<file path="src/rtl/edge_window_pkg.sv">
// Shared types and default constants for the edge window counter.
// Imported by sig_conditioner and edge_window_counter.
package edge_window_pkg;

  localparam int unsigned CNT_W_DEF       = 16;
  localparam int unsigned SYNC_STAGES_DEF = 2;
  localparam int unsigned FILTER_LEN_DEF  = 4;

  typedef enum logic [1:0] {
    ARMED   = 2'd0,
    COUNT   = 2'd1,
    PUBLISH = 2'd2
  } ew_state_e;

endpackage

</file>
<file path="src/rtl/sig_conditioner.sv">
// Synchronizer, optional glitch filter and rising-edge detector.
// Define GLITCH_FILTER_EN to insert the FILTER_LEN stable-sample filter.
module sig_conditioner
  import edge_window_pkg::*;
#(
  parameter int unsigned SYNC_STAGES = SYNC_STAGES_DEF,
  parameter int unsigned FILTER_LEN  = FILTER_LEN_DEF
) (
  input  logic clk,
  input  logic reset,
  input  logic sig_in,
  output logic rise_o
);

  logic [SYNC_STAGES-1:0] sync_q;
  logic [SYNC_STAGES-1:0] sync_d;
  logic                   prev_q;
  logic                   prev_d;
  logic                   lvl;

  always_comb begin
    sync_d = {sync_q[SYNC_STAGES-2:0], sig_in};
    prev_d = lvl;
  end

  always_ff @(posedge clk) begin
    if (reset) begin
      sync_q <= '0;
      prev_q <= 1'b0;
    end else begin
      sync_q <= sync_d;
      prev_q <= prev_d;
    end
  end

`ifdef GLITCH_FILTER_EN
  localparam int unsigned FCW = $clog2(FILTER_LEN + 1);

  logic [FCW-1:0] fcnt_q;
  logic [FCW-1:0] fcnt_d;
  logic           filt_q;
  logic           filt_d;

  // Flip only on the FILTER_LEN-th consecutive differing sample.
  always_comb begin
    filt_d = filt_q;
    fcnt_d = '0;
    if (sync_q[SYNC_STAGES-1] != filt_q) begin
      if (fcnt_q == FCW'(FILTER_LEN - 1)) begin
        filt_d = sync_q[SYNC_STAGES-1];
      end else begin
        fcnt_d = fcnt_q + 1'b1;
      end
    end
  end

  always_ff @(posedge clk) begin
    if (reset) begin
      fcnt_q <= '0;
      filt_q <= 1'b0;
    end else begin
      fcnt_q <= fcnt_d;
      filt_q <= filt_d;
    end
  end

  assign lvl = filt_q;
`else
  assign lvl = sync_q[SYNC_STAGES-1];
`endif

  assign rise_o = lvl & ~prev_q;

endmodule

</file>
<file path="src/rtl/edge_window_counter.sv">
// Counts rising edges of sig_in per controller-defined window.
// Optional GLITCH_FILTER_EN enables the input glitch filter.
module edge_window_counter
  import edge_window_pkg::*;
#(
  parameter int unsigned CNT_W       = CNT_W_DEF,
  parameter int unsigned SYNC_STAGES = SYNC_STAGES_DEF,
  parameter int unsigned FILTER_LEN  = FILTER_LEN_DEF
) (
  input  logic             clk,
  input  logic             reset,
  input  logic             sig_in,
  input  logic             is_collecting,
  input  logic             is_latching,
  output logic [CNT_W-1:0] count_out,
  output logic             count_valid,
  output logic             overflow,
  output logic             protocol_err
);

  localparam logic [CNT_W-1:0] CNT_MAX = '1;

  logic rise;

  sig_conditioner #(
    .SYNC_STAGES (SYNC_STAGES),
    .FILTER_LEN  (FILTER_LEN)
  ) u_cond (
    .clk    (clk),
    .reset  (reset),
    .sig_in (sig_in),
    .rise_o (rise)
  );

  ew_state_e        state_q, state_d;
  logic [CNT_W-1:0] win_cnt_q, win_cnt_d;
  logic             win_ovf_q, win_ovf_d;
  logic [CNT_W-1:0] cnt_out_q, cnt_out_d;
  logic             ovf_q, ovf_d;
  logic             vld_q, vld_d;
  logic             err_q, err_d;
  logic             counting;
  logic             publish;

  always_comb begin
    state_d   = state_q;
    win_cnt_d = win_cnt_q;
    win_ovf_d = win_ovf_q;
    cnt_out_d = cnt_out_q;
    ovf_d     = ovf_q;
    vld_d     = 1'b0;
    err_d     = err_q;
    counting  = 1'b0;
    publish   = 1'b0;

    unique case (state_q)
      ARMED: begin
        if (is_latching) begin
          err_d = 1'b1;
        end else if (is_collecting) begin
          state_d = COUNT;
        end
      end
      COUNT: begin
        counting = 1'b1;
        publish  = is_latching;
      end
      PUBLISH: begin
        counting = is_collecting;
        publish  = is_latching;
        if (!is_latching) begin
          state_d = is_collecting ? COUNT : ARMED;
        end
      end
      default: state_d = ARMED;
    endcase

    // An edge in the strobe cycle opens the next window.
    if (publish) begin
      state_d   = PUBLISH;
      err_d     = err_q | is_collecting;
      cnt_out_d = win_cnt_q;
      ovf_d     = win_ovf_q;
      vld_d     = 1'b1;
      win_cnt_d = CNT_W'(rise);
      win_ovf_d = 1'b0;
    end else if (counting && rise) begin
      if (win_cnt_q == CNT_MAX) begin
        win_ovf_d = 1'b1;
      end else begin
        win_cnt_d = win_cnt_q + 1'b1;
      end
    end
  end

  always_ff @(posedge clk) begin
    if (reset) begin
      state_q   <= ARMED;
      win_cnt_q <= '0;
      win_ovf_q <= 1'b0;
      cnt_out_q <= '0;
      ovf_q     <= 1'b0;
      vld_q     <= 1'b0;
      err_q     <= 1'b0;
    end else begin
      state_q   <= state_d;
      win_cnt_q <= win_cnt_d;
      win_ovf_q <= win_ovf_d;
      cnt_out_q <= cnt_out_d;
      ovf_q     <= ovf_d;
      vld_q     <= vld_d;
      err_q     <= err_d;
    end
  end

  assign count_out    = cnt_out_q;
  assign count_valid  = vld_q;
  assign overflow     = ovf_q;
  assign protocol_err = err_q;

endmodule

</file>
<file path="config.mk">
export PLATFORM = sky130hd
export DESIGN_NAME = edge_window_counter
export DESIGN_NICKNAME = d
export VERILOG_FILES = /design/src/rtl/edge_window_pkg.sv /design/src/rtl/sig_conditioner.sv /design/src/rtl/edge_window_counter.sv
export SDC_FILE = /design/constraint.sdc
export NUM_CORES = 1
export LEC_CHECK = 0
export BUFFER_PORTS_ARGS = -buffer_cell sky130_fd_sc_hd__buf_2
export CAP_MARGIN = 20
export CORE_MARGIN = 4
export CORE_UTILIZATION = 60
export DETAILED_ROUTE_END_ITERATION = 6
export GPL_TIMING_DRIVEN = 0
export PLACE_DENSITY = 0.83
export SYNTH_ARGS = -nofsm -noshare
export SYNTH_HDL_FRONTEND = slang
export SYNTH_SLANG_ARGS = --single-unit
export TNS_END_PERCENT = 1
</file>
<file path="constraint.sdc">
create_clock -name clk -period 4.85 [get_ports clk]
set_clock_uncertainty 0.1 [all_clocks]
set_input_delay 0 -clock clk [delete_from_list [all_inputs] [get_ports clk]]
set_output_delay 0 -clock clk [all_outputs]
set_load 0.005 [all_outputs]
</file>
==> qor.csv <==
metric;value;unit
run status;finished clean;
Placer Congestion;0.873;
Slew Viols, Final;0;
Achievable Freq;368;MHz
Port-buffer cells;22;
global-route wire length before repair;6490;um
number of enable flip-flop cells after synthesis;0;
RSZ-0062 raised after global routing;false;
layout cells sized above 1;19.2;%
IR drop worst, VDD;0.000319;V
post-synth net total;186;
Tot GR Track Use;22.7;%
nets@finish;222;
synthesis-to-finish area growth;15.7;%
Max Cap Violations;0;
Synth Register Bits;41;
Vias/cell;6.65;
wire per inst;16.6;um
count of different cell masters after synthesis;41;
Final ANT Viol Nets;0;
critical path required time;5.00;ns
DRC;0;
First-pass DRT Iterations;4;
fin util;73.3;%
Rows;19;
endpoint type of the worst setup path;flop;
Slew @ Worst Pin;0.698;ns
Syn. warnings;0;
register area;821;um^2
main combinational cell family by area after synthesis;simple AND/OR/NAND/NOR gates;
clock-pin slew on the worst setup and hold paths;0.12;ns
XOR/XNOR share of the synthesized area;0;%
1st-iter DRT viols;125;
min Tclk post-route;2.71;ns
most common cell after layout, fill and taps aside;dfxtp_1;
CTS tree;yes;
die area;3840;um^2
Post-CTS Setup Bufs;0;
Multi-input gate area;881;um^2
Critical Path Fanout Max;6;
Synth Area in Adders;2.87;%
Num Clock Sinks;41;
CTS Root Buffer Type;clkbuf_4;
multiplexer share of the synthesized area;1.22;%
initial core utilization;63.3;%
grt ovf;0;
Setup Crit Path Kind;reg -> reg;
n_diodes;0;
Min Hold Slack;0.365;ns
HPWL Detailed;2800;um
crit start category;flop;
Leakage Power;0.000806;uW
Die W;62.0;um
Synth async-reset ratio;0;%
Synth Cell Area;1750;um^2
register area share after synthesis;47.0;%
DR vias;1629;
Die Height;62.0;um
Critical Path AT;2.87;ns
total I/O pin count;24;
largest net degree at the start of global routing;14;
Hold Crit Class;reg -> reg;
Final Hold Fails;0;
Post-Synth Simple-Gate Area;23.3;%
syn_area_per_cell;9.87;um^2
Tcrit/Tclk final;56.0;%
power density over the cells;331;nW/um^2
# setup viols final;0;
number of global-route vias before repair;1419;
initial antenna violation count;0;
Fill cells;212;
most frequent cells in the layout;dfxtp_1, buf_2, a22o_1;
Post-Synthesis Cells;177;
clk_lat worst skew;0.35;ns
total negative setup slack;0;ns
main flop type after synthesis;dfxtp_1;
core area;2760;um^2
DRT Wirelength;4070;um
CTS buffer count;5;
clock tree buffer depth;2;
slew margin rel.;53.3;%
Compound-Gate Fraction of Synth Area;23.1;%
H-tree depth;2;
[cells in the mapped netlist, drive strengths merged, types with 5 or more instances]
cell     n  area, um^2
a22o    17         149
or4      6        45.0
nand2    9        33.8
nor2     9        33.8
and4     5        48.8
nand3    8        40.0
dfxtp   41         821
a21oi   14        70.1
clkbuf   5        18.8
nand4    9        77.6
o31ai    5        37.5
[worst paths after layout]
kind / depth (start not counted) / to / slack, ns / from
hold / removal: 1 / u_cond.sync_q[1]$_SDFF_PP0_ / 0.37 / u_cond.sync_q[0]$_SDFF_PP0_
setup / recovery: 7 / protocol_err$_SDFFE_PP0P_ / 2.14 / state_q[0]$_SDFFE_PP0P_
hold reg to reg: 1 / u_cond.sync_q[1]$_SDFF_PP0_ / 0.37 / u_cond.sync_q[0]$_SDFF_PP0_
setup reg to reg: 7 / protocol_err$_SDFFE_PP0P_ / 2.14 / state_q[0]$_SDFFE_PP0P_
[sequential cells by signal, summed over array words and instances (netlist names)]
signal,cells
count_out,16
count_valid,1
win_ovf_q,1
win_cnt_q,16
u_cond.prev_q,1
protocol_err,1
u_cond.sync_q,2
state_q,2
overflow,1
[metrics by stage]
step                std cells  setup WS [ns]  cell area [um^2]  power (uW)
floorplan                 177           2.95              1750         458
global placement          230           2.67              1900         486
detailed placement        230           2.56              1900         494
CTS                       245           2.17              2020         667
global route              245           2.03              2020         705
finish                    245           2.14              2020         669
[final cells by class]
class | instances | area share (%)
clock inverter | 3 | 0.867
tap | 31 | 1.92
multi-input combinational | 125 | 43.6
inverter | 3 | 0.557
timing repair buffer | 29 | 8.92
clock buffer | 5 | 1.86
buffer | 8 | 1.67
sequential | 41 | 40.6
[what timing repair did]
| item | 4_1_cts | 5_1_grt |
|---|---|---|
| endpoints found under the hold margin | 6 | 0 |
| gates resized for setup | 0 | 0 |
| hold buffers | 7 | 0 |
[critical path, stage by stage (launching register included)]
cell and delay (ns):
dfxtp_1 0.40, inv_1 0.09, ha_1 0.38, mux2_2 0.35, a21oi_1 0.13, dlygate4sd3_1 0.56, nor2_1 0.04, dlygate4sd3_1 0.56
[where the power goes]
group | total (uW) | switching (uW) | internal, uW
combinational | 146 | 91.5 | 54.8
clock | 166 | 111 | 54.7
sequential | 357 | 8.51 | 349
[kinds of logic after synthesis]
| logic type | count (synthesis) |
|---|---|
| mux | 2 |
| buf+inv | 11 |
| flops | 41 |
| simple gates | 64 |
| compound gates | 55 |
| fa+ha+maj | 4 |
[routing by layer]
metal  part of all wire (%)  GRT usage, %  up-vias
met5                      0             0        -
met4                    1.4          8.79        0
met3                    8.4          6.61        8
met2                     48          35.7       85
met1                     42          29.3      771
li1                       -             -      765
Power figures use the tool's default switching activity.
